$ cat src/rtl/muldiv_engine.sv
// muldiv_engine: multi-cycle HI/LO unit for the EX stage.
// Fixed-latency multiplier and radix-2 restoring divider; MTHI/MTLO resolve combinationally.
package muldiv_pkg;

   typedef enum logic [3:0] {
      OP_NOP,
      OP_MULT,
      OP_MULTU,
      OP_MADD,
      OP_MADDU,
      OP_MSUB,
      OP_MSUBU,
      OP_DIV,
      OP_DIVU,
      OP_MTHI,
      OP_MTLO,
      OP_MFHI,
      OP_MFLO
   } oper_t;

   typedef struct packed {
      oper_t       op;
      logic [31:0] reg0;
      logic [31:0] reg1;
      logic        is_multicyc;
      logic [63:0] hilo;
   } multicyc_req_t;

   typedef struct packed {
      logic        ready;
      logic [63:0] hilo;
   } multicyc_resp_t;

endpackage

module muldiv_engine
   import muldiv_pkg::*;
#(
   parameter int unsigned MUL_LATENCY = 3
) (
   input  logic           clk,
   input  logic           rst_n,
   input  multicyc_req_t  multicyc_req,
   input  logic           flush,
   input  logic           accept,
   output multicyc_resp_t multicyc_resp
);

   typedef enum logic [2:0] {
      S_IDLE,
      S_MUL,
      S_DIV,
      S_FIX,
      S_DONE
   } state_t;

   state_t      state_q, state_d;
   logic [4:0]  cnt_q, cnt_d;
   oper_t       op_q, op_d;
   logic [31:0] a_q, a_d;
   logic [31:0] b_q, b_d;
   logic [31:0] rem_q, rem_d;
   logic [63:0] h_q, h_d;
   logic [63:0] res_q, res_d;
   logic        quo_neg_q, quo_neg_d;
   logic        rem_neg_q, rem_neg_d;

   logic        req_mul;
   logic        req_div;
   logic        div_signed;
   logic        start;
   logic [63:0] ext_a;
   logic [63:0] ext_b;
   logic [63:0] prod;
   logic [63:0] mul_res;
   logic [32:0] div_trial;
   logic        div_ge;
   logic [31:0] div_diff;
   logic [31:0] quo_fix;
   logic [31:0] rem_fix;

   always_comb begin
      req_mul = 1'b0;
      req_div = 1'b0;
      case (multicyc_req.op)
         OP_MULT, OP_MULTU, OP_MADD, OP_MADDU, OP_MSUB, OP_MSUBU: req_mul = 1'b1;
         OP_DIV, OP_DIVU: req_div = 1'b1;
         default: ;
      endcase
      div_signed = (multicyc_req.op == OP_DIV);
      start      = (state_q == S_IDLE) && multicyc_req.is_multicyc && !flush
                   && (req_mul || req_div);
   end

   // Operands are extended to 64 bits so one multiplier serves signed and unsigned ops.
   always_comb begin
      if (op_q == OP_MULT || op_q == OP_MADD || op_q == OP_MSUB) begin
         ext_a = {{32{a_q[31]}}, a_q};
         ext_b = {{32{b_q[31]}}, b_q};
      end else begin
         ext_a = {32'd0, a_q};
         ext_b = {32'd0, b_q};
      end
      prod = ext_a * ext_b;
      case (op_q)
         OP_MADD, OP_MADDU: mul_res = h_q + prod;
         OP_MSUB, OP_MSUBU: mul_res = h_q - prod;
         default:           mul_res = prod;
      endcase
   end

   // a_q holds the dividend while it shifts out and the quotient while it shifts in.
   // When the trial fits, the true difference is below 2^32, so a 32-bit subtract suffices.
   always_comb begin
      div_trial = {rem_q, a_q[31]};
      div_ge    = (div_trial >= {1'b0, b_q});
      div_diff  = div_trial[31:0] - b_q;
      quo_fix   = quo_neg_q ? (~a_q + 32'd1) : a_q;
      rem_fix   = rem_neg_q ? (~rem_q + 32'd1) : rem_q;
   end

   always_comb begin
      state_d   = state_q;
      cnt_d     = cnt_q;
      op_d      = op_q;
      a_d       = a_q;
      b_d       = b_q;
      rem_d     = rem_q;
      h_d       = h_q;
      res_d     = res_q;
      quo_neg_d = quo_neg_q;
      rem_neg_d = rem_neg_q;

      if (flush) begin
         state_d = S_IDLE;
      end else begin
         case (state_q)
            S_IDLE: begin
               if (start) begin
                  op_d  = multicyc_req.op;
                  rem_d = '0;
                  if (req_mul) begin
                     a_d     = multicyc_req.reg0;
                     b_d     = multicyc_req.reg1;
                     h_d     = multicyc_req.hilo;
                     cnt_d   = 5'(MUL_LATENCY - 1);
                     state_d = S_MUL;
                  end else if (multicyc_req.reg1 == '0) begin
                     res_d   = {multicyc_req.reg0, 32'hFFFF_FFFF};
                     state_d = S_DONE;
                  end else begin
                     a_d       = (div_signed && multicyc_req.reg0[31]) ?
                                 (~multicyc_req.reg0 + 32'd1) : multicyc_req.reg0;
                     b_d       = (div_signed && multicyc_req.reg1[31]) ?
                                 (~multicyc_req.reg1 + 32'd1) : multicyc_req.reg1;
                     quo_neg_d = div_signed && (multicyc_req.reg0[31] ^ multicyc_req.reg1[31]);
                     rem_neg_d = div_signed && multicyc_req.reg0[31];
                     cnt_d     = 5'd31;
                     state_d   = S_DIV;
                  end
               end
            end
            S_MUL: begin
               if (cnt_q == '0) begin
                  res_d   = mul_res;
                  state_d = S_DONE;
               end else begin
                  cnt_d = cnt_q - 5'd1;
               end
            end
            S_DIV: begin
               if (div_ge) begin
                  rem_d = div_diff;
                  a_d   = {a_q[30:0], 1'b1};
               end else begin
                  rem_d = div_trial[31:0];
                  a_d   = {a_q[30:0], 1'b0};
               end
               if (cnt_q == '0) begin
                  state_d = S_FIX;
               end else begin
                  cnt_d = cnt_q - 5'd1;
               end
            end
            S_FIX: begin
               res_d   = {rem_fix, quo_fix};
               state_d = S_DONE;
            end
            S_DONE: begin
               if (accept) begin
                  state_d = S_IDLE;
               end
            end
            default: state_d = S_IDLE;
         endcase
      end
   end

   always_comb begin
      multicyc_resp.ready = 1'b1;
      multicyc_resp.hilo  = multicyc_req.hilo;
      case (state_q)
         S_IDLE: begin
            if (start) begin
               multicyc_resp.ready = 1'b0;
            end else if (multicyc_req.op == OP_MTHI) begin
               multicyc_resp.hilo = {multicyc_req.reg0, multicyc_req.hilo[31:0]};
            end else if (multicyc_req.op == OP_MTLO) begin
               multicyc_resp.hilo = {multicyc_req.hilo[63:32], multicyc_req.reg0};
            end
         end
         S_DONE: begin
            multicyc_resp.hilo = res_q;
         end
         default: begin
            multicyc_resp.ready = 1'b0;
            multicyc_resp.hilo  = res_q;
         end
      endcase
   end

   always_ff @(posedge clk or negedge rst_n) begin
      if (!rst_n) begin
         state_q   <= S_IDLE;
         cnt_q     <= '0;
         op_q      <= OP_NOP;
         a_q       <= '0;
         b_q       <= '0;
         rem_q     <= '0;
         h_q       <= '0;
         res_q     <= '0;
         quo_neg_q <= 1'b0;
         rem_neg_q <= 1'b0;
      end else begin
         state_q   <= state_d;
         cnt_q     <= cnt_d;
         op_q      <= op_d;
         a_q       <= a_d;
         b_q       <= b_d;
         rem_q     <= rem_d;
         h_q       <= h_d;
         res_q     <= res_d;
         quo_neg_q <= quo_neg_d;
         rem_neg_q <= rem_neg_d;
      end
   end

endmodule

$ cat config.mk
export PLATFORM = sky130hd
export DESIGN_NAME = muldiv_engine
export DESIGN_NICKNAME = d
export VERILOG_FILES = /design/src/rtl/muldiv_engine.sv
export SDC_FILE = /design/constraint.sdc
export NUM_CORES = 2
export LEC_CHECK = 0
export CORE_MARGIN = 3
export CORE_UTILIZATION = 45
export CTS_CLUSTER_DIAMETER = 40
export DETAILED_ROUTE_END_ITERATION = 8
export GPL_ROUTABILITY_DRIVEN = 0
export SETUP_SLACK_MARGIN = 0.5
export SYNTH_ARGS = -nofsm -noshare
export SYNTH_HDL_FRONTEND = slang
export SYNTH_SLANG_ARGS = --single-unit
$ cat constraint.sdc
create_clock -name clk -period 11.8 [get_ports clk]
set_clock_uncertainty 0.2 [all_clocks]
set_input_delay 1.18 -clock clk [delete_from_list [all_inputs] [get_ports clk]]
set_output_delay 1.18 -clock clk [all_outputs]
set_load 0.01 [all_outputs]
==> run summary <==
Clock-pin slew was measured on the worst setup and hold paths at 60 ps. The signal arrival time at the worst endpoint is 12640 ps. The via total after detailed routing came out at 59400. The first-iteration detailed-routing DRC count came out at 5375. The first-pass iteration count of the detailed router is 6. The checks that failed: negative setup slack. The largest driver fanout on the critical path came out at 4. Setup repair after global routing could not meet its margin everywhere. The distinct cell type count after synthesis came out at 97. The count of cells along the worst register-to-register path came out at 53.

After floorplanning, the core was divided into 143 placement rows. After filler insertion, the fill cell instance count of the layout stands at 13600. The floorplan step defined a die boundary enclosing 158000 um2. The remaining number of nets flagged by the antenna check after routing is 0.

The number of flip-flops and latches in the synthesized netlist came out at 238. In the global route stage, overall resource usage came out at 0.313. The library cell contributing the largest single delay on the critical path is sky130_fd_sc_hd__fa_1. The root buffer cell chosen for the clock tree is sky130_fd_sc_hd__clkbuf_16. STA classifies the critical path endpoint as a flop. The final hold violation count is 0.

Yosys printed 0 warnings. The number of slew-limit violations in the final report came out at 0. For this configuration, the core starts out at a cell density of 0.454.

The number of violations of the max-capacitance limit came out at 0. For this run, the post-layout net count is 10800. The most numerous cell type found on the critical path is sky130_fd_sc_hd__fa_1. The number of nets produced by synthesis is 9906.

The share of flip-flops with an asynchronous set or reset is 1.00. After technology mapping, the gate count stands at 7938. The most used flip-flop cell after synthesis is sky130_fd_sc_hd__dfrtp_1. The flow ran to the end, but the final reports show violations. The area of the core is 152000 um2.

The critical path is of the reg2reg type. The count of input and output buffers is 201. The number of setup violations in the final report came out at 14. The DRC violation count after routing came out at 0. The data required time at the worst endpoint is 12090 ps. The initial antenna violation count came out at 8. Of the synthesized area, sequential elements account for 0.0862. For the worst-skew pair, the clock arrives at the later sink with an insertion delay of 620 ps.

The number of cells traversed by the worst hold path is 2. TritonCTS built the clock tree. The worst slew margin relative to its limit came out at 0.201.

The maximum number of pins on one net before global-route repair is 95. The growth of design area from synthesis to finish is 22.4%. Counting flops with a built-in enable in the synthesized netlist gives 0. The number of buffers created by CTS is 50. The count of pins on the block boundary is 202. The fmax is 81.0 MHz. The routed design could run at a clock period as short as 12340 ps. The average wire length per cell after detail routing is 22.5 um. Of the cells placed in the final design, the portion with a size suffix greater than 1 is 0.185.

Wires add up to 245000 um. The synthesized area came out at 69100 um2. The x dimension of the die came out at 398 um. The delay of the slowest cell on the worst path is 540 ps. The detailed placement HPWL came out at 208000 um. The total clock sinks came out at 238. In this run the number of H-tree levels came out at 2.

Measured along the y axis, the die boundary spans 398 um. The post-route setup TNS came out at -3210 ps. The worst setup path is launched from a flop.

The total overflow left after global routing is 0. The tightest min-delay check is of the reg2reg type. The slew at the pin with the worst max-slew slack came out at 1200 ps.

The first global-routing pass estimated 376000 um of wire. Once routing completed, OpenROAD measured the worst setup slack at -545 ps. The vias per cell is 5.45.

The number of global-route vias before repair is 61900. The final critical-path share of the clock period is 1.05. The mean cell area of the mapped netlist came out at 8.71 um2. In this run the deepest clock path goes through 3 buffers.
[kinds of logic after synthesis]
logic type,after synthesis,share of synthesized area
compound gates,1134,0.103
xor+xnor,354,0.0453
fa+ha+maj,1834,0.487
buf+inv,2074,0.113
flops,238,0.0862
mux,156,0.0238
simple gates,2148,0.142
[critical path, delay by kind of cell (launching register included)]
kind,cells,cell delay [ps]
adders and majority gates,12,5540
AOI/OAI and AO/OA,15,2360
buffers and inverters,13,1340
and+or+nand+nor,8,1280
xor gates and xnor gates,4,830
DFF,1,400
muxes,1,230
[state kept, by name, summed over array words and instances, names as in the netlist]
register / flops
a_q: 32
b_q: 32
cnt_q: 5
h_q: 64
op_q: 4
quo_neg_q: 1
rem_neg_q: 1
rem_q: 32
res_q: 64
state_q: 3
[Yosys cell counts (all sizes together), types with 8 or more instances]
cell,count,area share
dfrtp,238,0.086
a211o,8,0.0010
nor2,309,0.017
o211ai,24,0.0026
nand3,54,0.0039
o21a,34,0.0039
a221oi,16,0.0020
clkbuf,368,0.020
a2111oi,12,0.0018
inv,1653,0.090
o22ai,11,0.0010
nor2b,25,0.0023
mux2,67,0.011
a31oi,41,0.0037
or4,16,0.0018
a222oi,8,0.0012
nand4,29,0.0026
buf,53,0.0030
o41ai,14,0.0018
nor3,64,0.0048
xnor2,219,0.028
fa,1426,0.41
a31o,11,0.0014
and3,62,0.0056
or3,45,0.0042
nor3b,8,0.00094
nand2b,31,0.0028
o31ai,48,0.0054
o21ai,374,0.027
a21oi,282,0.020
a211oi,32,0.0035
or2,15,0.0014
nand2,1138,0.062
mux2i,89,0.013
o21bai,16,0.0017
nor4,24,0.0025
o311ai,8,0.0010
xor2,134,0.017
a21o,111,0.012
and2,295,0.027
nand3b,8,0.00087
ha,405,0.073
[final cells by class]
cell class,count,area [um2],share of cell area
Sequential cell,238,5970,0.0706
Timing Repair Buffer,1254,10800,0.128
Multi-Input combinational cell,5626,57300,0.678
Antenna cell,5,12.5,0.000148
Inverter,1653,6210,0.0735
Clock inverter,40,368,0.00435
Tap cell,2030,2540,0.0300
Clock buffer,54,1300,0.0153
[stage by stage]
step                cells  setup WS (ps)  area [um2]  hold WS [ps]   util
finish              10900           -545       84600           295  0.556
global route        10900           -981       84600           302  0.556
CTS                 10900           -602       83100           290  0.546
detailed placement  10700           -875       80300           264  0.527
global placement    10700           -853       80300           267  0.527
floorplan            7938           68.7       69400           239      -
[worst paths after layout]
check                           startpoint   endpoint  slack, ps
worst min-delay path              res_q[0]   res_q[0]        290
min in group asynchronous            rst_n    h_q[55]        320
max in group asynchronous            rst_n     a_q[6]       8930
worst max-delay path               op_q[2]  res_q[63]       -540
worst max register to register     op_q[2]  res_q[63]       -540
worst min register to register    res_q[0]   res_q[0]        290
[repair_timing]
action	CTS	global route
pin swaps	147	239
hold buffers	0	0
resized for setup	197	302
cloned	0	0
buffers inserted	47	38
setup endpoints to repair	34	38
[layout by cell type (no fill, tap or decap), types with 24 or more instances in the layout]
cell type | synthesis | layout
sky130_fd_sc_hd__and3_1 | 62 | 57
sky130_fd_sc_hd__buf_12 | 0 | 60
sky130_fd_sc_hd__o21ai_0 | 367 | 309
sky130_fd_sc_hd__a21oi_1 | 282 | 232
sky130_fd_sc_hd__o21ai_2 | 0 | 25
sky130_fd_sc_hd__a31oi_1 | 41 | 33
sky130_fd_sc_hd__nand2_1 | 1138 | 1109
sky130_fd_sc_hd__o21ai_1 | 7 | 39
sky130_fd_sc_hd__fa_1 | 1426 | 1389
sky130_fd_sc_hd__ha_1 | 405 | 383
sky130_fd_sc_hd__inv_1 | 1653 | 1617
sky130_fd_sc_hd__inv_2 | 0 | 33
sky130_fd_sc_hd__o211ai_1 | 24 | 24
sky130_fd_sc_hd__or3_1 | 43 | 34
sky130_fd_sc_hd__clkbuf_16 | 0 | 51
sky130_fd_sc_hd__mux2i_1 | 89 | 88
sky130_fd_sc_hd__o21a_1 | 32 | 31
sky130_fd_sc_hd__clkdlybuf4s50_1 | 0 | 200
sky130_fd_sc_hd__and2_1 | 294 | 285
sky130_fd_sc_hd__nor3_1 | 62 | 50
sky130_fd_sc_hd__xor2_1 | 133 | 130
sky130_fd_sc_hd__buf_4 | 1 | 950
sky130_fd_sc_hd__dfrtp_1 | 238 | 227
sky130_fd_sc_hd__nand2b_1 | 31 | 26
sky130_fd_sc_hd__nand4_1 | 29 | 29
sky130_fd_sc_hd__fa_2 | 0 | 37
sky130_fd_sc_hd__a21o_1 | 111 | 110
sky130_fd_sc_hd__mux2_2 | 67 | 65
sky130_fd_sc_hd__o31ai_1 | 47 | 39
sky130_fd_sc_hd__nand3_1 | 54 | 46
sky130_fd_sc_hd__xnor2_1 | 219 | 201
sky130_fd_sc_hd__nor2_1 | 309 | 293
sky130_fd_sc_hd__buf_6 | 0 | 41
sky130_fd_sc_hd__a21oi_2 | 0 | 43
[routing by layer]
layer,vias to the layer above,routed length (um),part of all wire,track usage
met5,-,44,0.00018,0
met4,6,9750,0.040,0.102
met3,435,27100,0.11,0.0789
met2,2716,105000,0.43,0.466
met1,30000,104000,0.42,0.447
li1,26200,-,-,-
Power is left out: the tool's default activity adds up to more than one toggle a clock period on the data nets, which glitch-free logic cannot reach.
